File: src/rtl/tdc_pkg.sv
// Shared types and sizing helpers for the TDC thermometer capture path.
package tdc_pkg;

  typedef enum logic [1:0] {
    IDLE,
    SYNC,
    ENC,
    VALID
  } tdc_cap_state_t;

  localparam int unsigned DROP_W_DEFAULT = 8;

  // Bits needed to hold any count 0..n inclusive.
  function automatic int unsigned clog2p1(input int unsigned n);
    return $clog2(n + 1);
  endfunction

endpackage

File: src/rtl/tdc_popcount.sv
// Combinational encoder: number of set bits and highest-set-index+1 of a code.
module tdc_popcount #(
  parameter int unsigned N     = 64,
  parameter int unsigned OUT_W = 7
) (
  input  logic [N-1:0]     code,
  output logic [OUT_W-1:0] ones,
  output logic [OUT_W-1:0] top
);

  always_comb begin
    ones = '0;
    top  = '0;
    for (int unsigned i = 0; i < N; i++) begin
      ones = ones + OUT_W'(code[i]);
      if (code[i]) top = OUT_W'(i + 1);
    end
  end

endmodule

File: src/rtl/tdc_thermo_capture.sv
// Captures the delay-line thermometer code on a stop strobe, double-flops it,
// encodes it and holds the result on a valid/ready handshake.
module tdc_thermo_capture
  import tdc_pkg::*;
#(
  parameter int unsigned N      = 64,
  parameter int unsigned OUT_W  = clog2p1(N),
  parameter int unsigned DROP_W = DROP_W_DEFAULT
) (
  input  logic              clk,
  input  logic              rst,
  input  logic [N-1:0]      meas_i,
  input  logic              sample_i,
  output logic [OUT_W-1:0]  result_o,
  output logic [OUT_W-1:0]  edge_o,
  output logic              bubble_o,
  output logic              overflow_o,
  output logic              valid_o,
  input  logic              ready_i,
  output logic [DROP_W-1:0] drop_cnt_o,
  output logic              busy_o
);

  if (N < 2) begin : g_bad_n
    $error("tdc_thermo_capture: N must be at least 2");
  end
  if (OUT_W < clog2p1(N)) begin : g_bad_out_w
    $error("tdc_thermo_capture: OUT_W too narrow to hold 0..N");
  end

  tdc_cap_state_t   state;
  logic [N-1:0]     cap1;
  logic [N-1:0]     cap2;
  logic [OUT_W-1:0] enc_ones;
  logic [OUT_W-1:0] enc_top;

  tdc_popcount #(
    .N     (N),
    .OUT_W (OUT_W)
  ) u_popcount (
    .code (cap2),
    .ones (enc_ones),
    .top  (enc_top)
  );

  assign busy_o = (state != IDLE);

  always_ff @(posedge clk) begin
    if (rst) begin
      state      <= IDLE;
      cap1       <= '0;
      cap2       <= '0;
      result_o   <= '0;
      edge_o     <= '0;
      bubble_o   <= 1'b0;
      overflow_o <= 1'b0;
      valid_o    <= 1'b0;
      drop_cnt_o <= '0;
    end else begin
      // Any strobe outside IDLE is lost, including one coincident with the handshake.
      if (sample_i && (state != IDLE) && (drop_cnt_o != '1))
        drop_cnt_o <= drop_cnt_o + DROP_W'(1);

      case (state)
        IDLE: begin
          if (sample_i) begin
            cap1  <= meas_i;
            state <= SYNC;
          end
        end
        SYNC: begin
          cap2  <= cap1;
          state <= ENC;
        end
        ENC: begin
          result_o   <= enc_ones;
          edge_o     <= enc_top;
          bubble_o   <= (enc_ones != enc_top);
          overflow_o <= (cap2 == '1);
          valid_o    <= 1'b1;
          state      <= VALID;
        end
        VALID: begin
          if (ready_i) begin
            valid_o <= 1'b0;
            state   <= IDLE;
          end
        end
      endcase
    end
  end

endmodule

File: config.mk
export PLATFORM = sky130hd
export DESIGN_NAME = tdc_thermo_capture
export DESIGN_NICKNAME = d
export VERILOG_FILES = /design/src/rtl/tdc_pkg.sv /design/src/rtl/tdc_popcount.sv /design/src/rtl/tdc_thermo_capture.sv
export SDC_FILE = /design/constraint.sdc
export NUM_CORES = 1
export LEC_CHECK = 0
export ABC_AREA = 1
export CAP_MARGIN = 20
export CORE_ASPECT_RATIO = 2
export CORE_MARGIN = 1.5
export CORE_UTILIZATION = 51
export CTS_BUF_LIST = sky130_fd_sc_hd__clkbuf_16
export CTS_CLUSTER_SIZE = 8
export DETAILED_ROUTE_END_ITERATION = 6
export HOLD_SLACK_MARGIN = 0.08
export PLACE_DENSITY_LB_ADDON = 0.15
export SLEW_MARGIN = 40
export SYNTH_ARGS = -nofsm -noshare
export SYNTH_HDL_FRONTEND = slang
export SYNTH_SLANG_ARGS = --single-unit
export TNS_END_PERCENT = 5
File: constraint.sdc
create_clock -name clk -period 6.07 [get_ports clk]
set_clock_uncertainty 0.05 [all_clocks]
set_input_delay 0.9105 -clock clk [delete_from_list [all_inputs] [get_ports clk]]
set_output_delay 0.9105 -clock clk [all_outputs]
set_load 0.05 [all_outputs]
==> results.cfg <==
[final_layout]
fillers = 1379
drive_gt1_share_pct = 11.8
nets = 1310
multi_input_area_um2 = 4120
areaGrowthSynthToFinish_pct = 27.2
layout_common_cells = nor2_1, dfxtp_1, o21ai_0
stdcell_area_um2 = 10100
final_common_cell = nor2_1
register_area_um2 = 3110
diodes = 0

[global_routing]
grt_max_degree = 78
grt.total_usage_pct = 24.7
grt_pass1_wl_um = 31700
grt_pass1_vias = 7047
grt-ovfl-total = 0
antenna_found_initial = 0

[synth]
avgSynthCellArea_um2 = 7.73
synth_cell_types = 32
ys_seq_area_share_pct = 39.1
synth_largest_area_cell = dfxtp_1
syn_inst = 1027
synthTopCellsByArea = dfxtp_1, fa_1, o21ai_0, nor2_1, inv_1
synth_top_area_share_pct = 39.1
yosysWarnings = 0
synth.cell_area_um2 = 7940
syn-num-nets = 1171
synth-seq-cells = 155

[floorplan]
die_y_um = 179
floorplan.rows = 64
fp.dieW_um = 91.2
io_pins = 94
initial_core_util_pct = 51.9
dieArea_um2 = 16400
coreArea_um2 = 15300

[worst_setup_path]
crit_arrival_ns = 6.93
critPathSlowestCell = fa_1
crit_buf_inv = 3
crit_family = adder cells
cp_cell_sequence = inv_1, ha_1, fa_1, fa_1, fa_1, fa_1, fa_1, fa_1, fa_1, fa_1, inv_1, fa_2, fa_2, nand3_2, nand2_2, a21oi_2, o21bai_2, xor2_1, a211oi_1, o2111ai_1, nor4_1, nand3_1, nand2_1, inv_1
path_max_fanout = 2
worstSetupEndpointType = flop
reg2reg_depth = 24
max_stage_delay_ns = 0.53
r2r_end = bubble_o$_SDFFE_PP0P_
crit_top_cell = fa_1
critical_path_class = reg2reg
cp.required_ns = 6.34
regToRegStartpoint = cap2[1]$_SDFFE_PP0N_
setup.worst_path.start_class = flop
crit_start = cap2[1]$_SDFFE_PP0N_
reg2reg_setup_slack_ns = -0.59

[clock_network]
post_cts_buffers = 0
cts_made_buffers = 17
insertion_delay_ns = 0.43
cts_root_buf = clkbuf_16
hold_buffers = 0
clock-sinks = 155
cts_tree = yes
clkTransAtPathRegs_ns = 0.06
clockBufferDepth = 2
cts.htree.levels = 4

[timing]
max_freq_mhz = 150
setup_ws_ns = -0.586
slew_headroom_pct = 56.2
post-route-period-util_pct = 110
setup_violations = 2
rsz0062_at_grt = yes
hold_viol_final = 0
slew_viol_final = 0
fin_crit_ns = 6.66
tightestPinTransition_ns = 0.656

[place]
hpwl_um = 14300
placed_area_um2 = 9500
portBuffers = 93
gpl.final_weighted_congestion = 0.906

[min_path]
min_to = cap1[42]$_SDFFE_PP0P_
hold_class = reg2reg
hold_depth = 2
hold_start = cap1[42]$_SDFFE_PP0P_

[route]
route.vias.total = 6905
wl_per_cell_um = 13.7
drc_errors = 0
drtAntennaViolNets = 0
routed_wl_um = 18800
drt_iter0_markers = 185
drt_pass1_iterations = 5
via_per_inst = 5.01

[outcome]
violations = negative setup slack
status = finished, violations left

[job]
max_cap_violations = 0
-- per-stage QoR --
step                setup TNS (ns)  setup WS, ns  cells  hold slack [ns]  utilization [%]
finish                      -0.670        -0.586   1377            0.427             66.1
global route                 -1.67        -0.848   1377            0.448             66.1
CTS                         -0.794        -0.699   1377            0.429             65.9
detailed placement          -0.802        -0.700   1345            0.415             62.1
global placement            -0.611        -0.611   1345            0.405             62.1
floorplan                   -0.459        -0.459   1027            0.400                -
-- cell families (layout without fill, tap and decap cells) --
kind of cell	Yosys count	in the layout	synth area share, %
flip-flops	155	155	39.1
AO/OA/AOI/OAI	252	252	16.3
buffers and inverters	194	346	9.39
adder cells (fa/ha/maj)	76	76	17.1
AND/OR/NAND/NOR	342	342	17.3
XOR/XNOR	8	8	0.882
-- worst min-delay path, stage by stage (launching register included) --
cell and delay, ns:
dfxtp_1 0.32, nor2_1 0.04, nor2_1 0.08
-- cell type report --
| class | count | share of cell area [%] |
|---|---|---|
| clock inverters | 15 | 1.42 |
| flip-flops and latches | 155 | 30.8 |
| inverters | 149 | 5.77 |
| well taps | 198 | 2.45 |
| clock buffers | 17 | 4.21 |
| multi-input cells | 678 | 40.8 |
| repair buffers | 165 | 14.6 |
-- Yosys cell counts --
library cell and number:
nor2_1 176, dfxtp_1 155, o21ai_0 139, inv_1 127
nand2_1 124, a21oi_1 88, fa_1 54, clkbuf_1 45
ha_1 22, inv_2 18, nand4_1 17, nand3_1 11
o21ai_1 11, nor4_1 8, xor2_1 7, a211oi_1 3
o211ai_1 3, o21bai_1 3, nand2_2 2, nor3_1 2
a21o_1 1, a22oi_1 1, a31oi_1 1, and3_1 1
bufinv_8 1, clkinv_1 1, clkinv_2 1, inv_4 1
o2111ai_1 1, o22ai_1 1, or2_1 1, xnor2_1 1
-- per-layer routing --
metal	global-route usage, %	up-vias	part of all wire [%]
li1	-	3554	-
met1	23.0	3166	34
met2	48.2	127	58
met3	3.26	58	2.2
met4	15.9	0	5.5
met5	0	-	0
-- sequential cells by signal, summed over array words and instances (netlist names) --
name and cells:
overflow_o 1, drop_cnt_o 8, valid_o 1, result_o 7
bubble_o 1, cap1 64, edge_o 7, cap2 64
state 2
-- worst max path at each step --
stage / to / slack (ns) / depth (start not counted)
final: bubble_o$_SDFFE_PP0P_ / -0.59 / 24
after global routing: bubble_o$_SDFFE_PP0P_ / -0.85 / 25
after CTS: bubble_o$_SDFFE_PP0P_ / -0.70 / 24
after detailed placement: bubble_o$_SDFFE_PP0P_ / -0.70 / 24
after global placement: bubble_o$_SDFFE_PP0P_ / -0.61 / 24
after floorplan: bubble_o$_SDFFE_PP0P_ / -0.46 / 27
-- what timing repair did --
item | 4_1_cts | 5_1_grt
resized for setup | 2 | 8
pin swaps | 3 | 2
endpoints found under the setup margin | 5 | 5
Power is left out: the tool's default activity adds up to more than one toggle a clock period on the data nets, which glitch-free logic cannot reach.
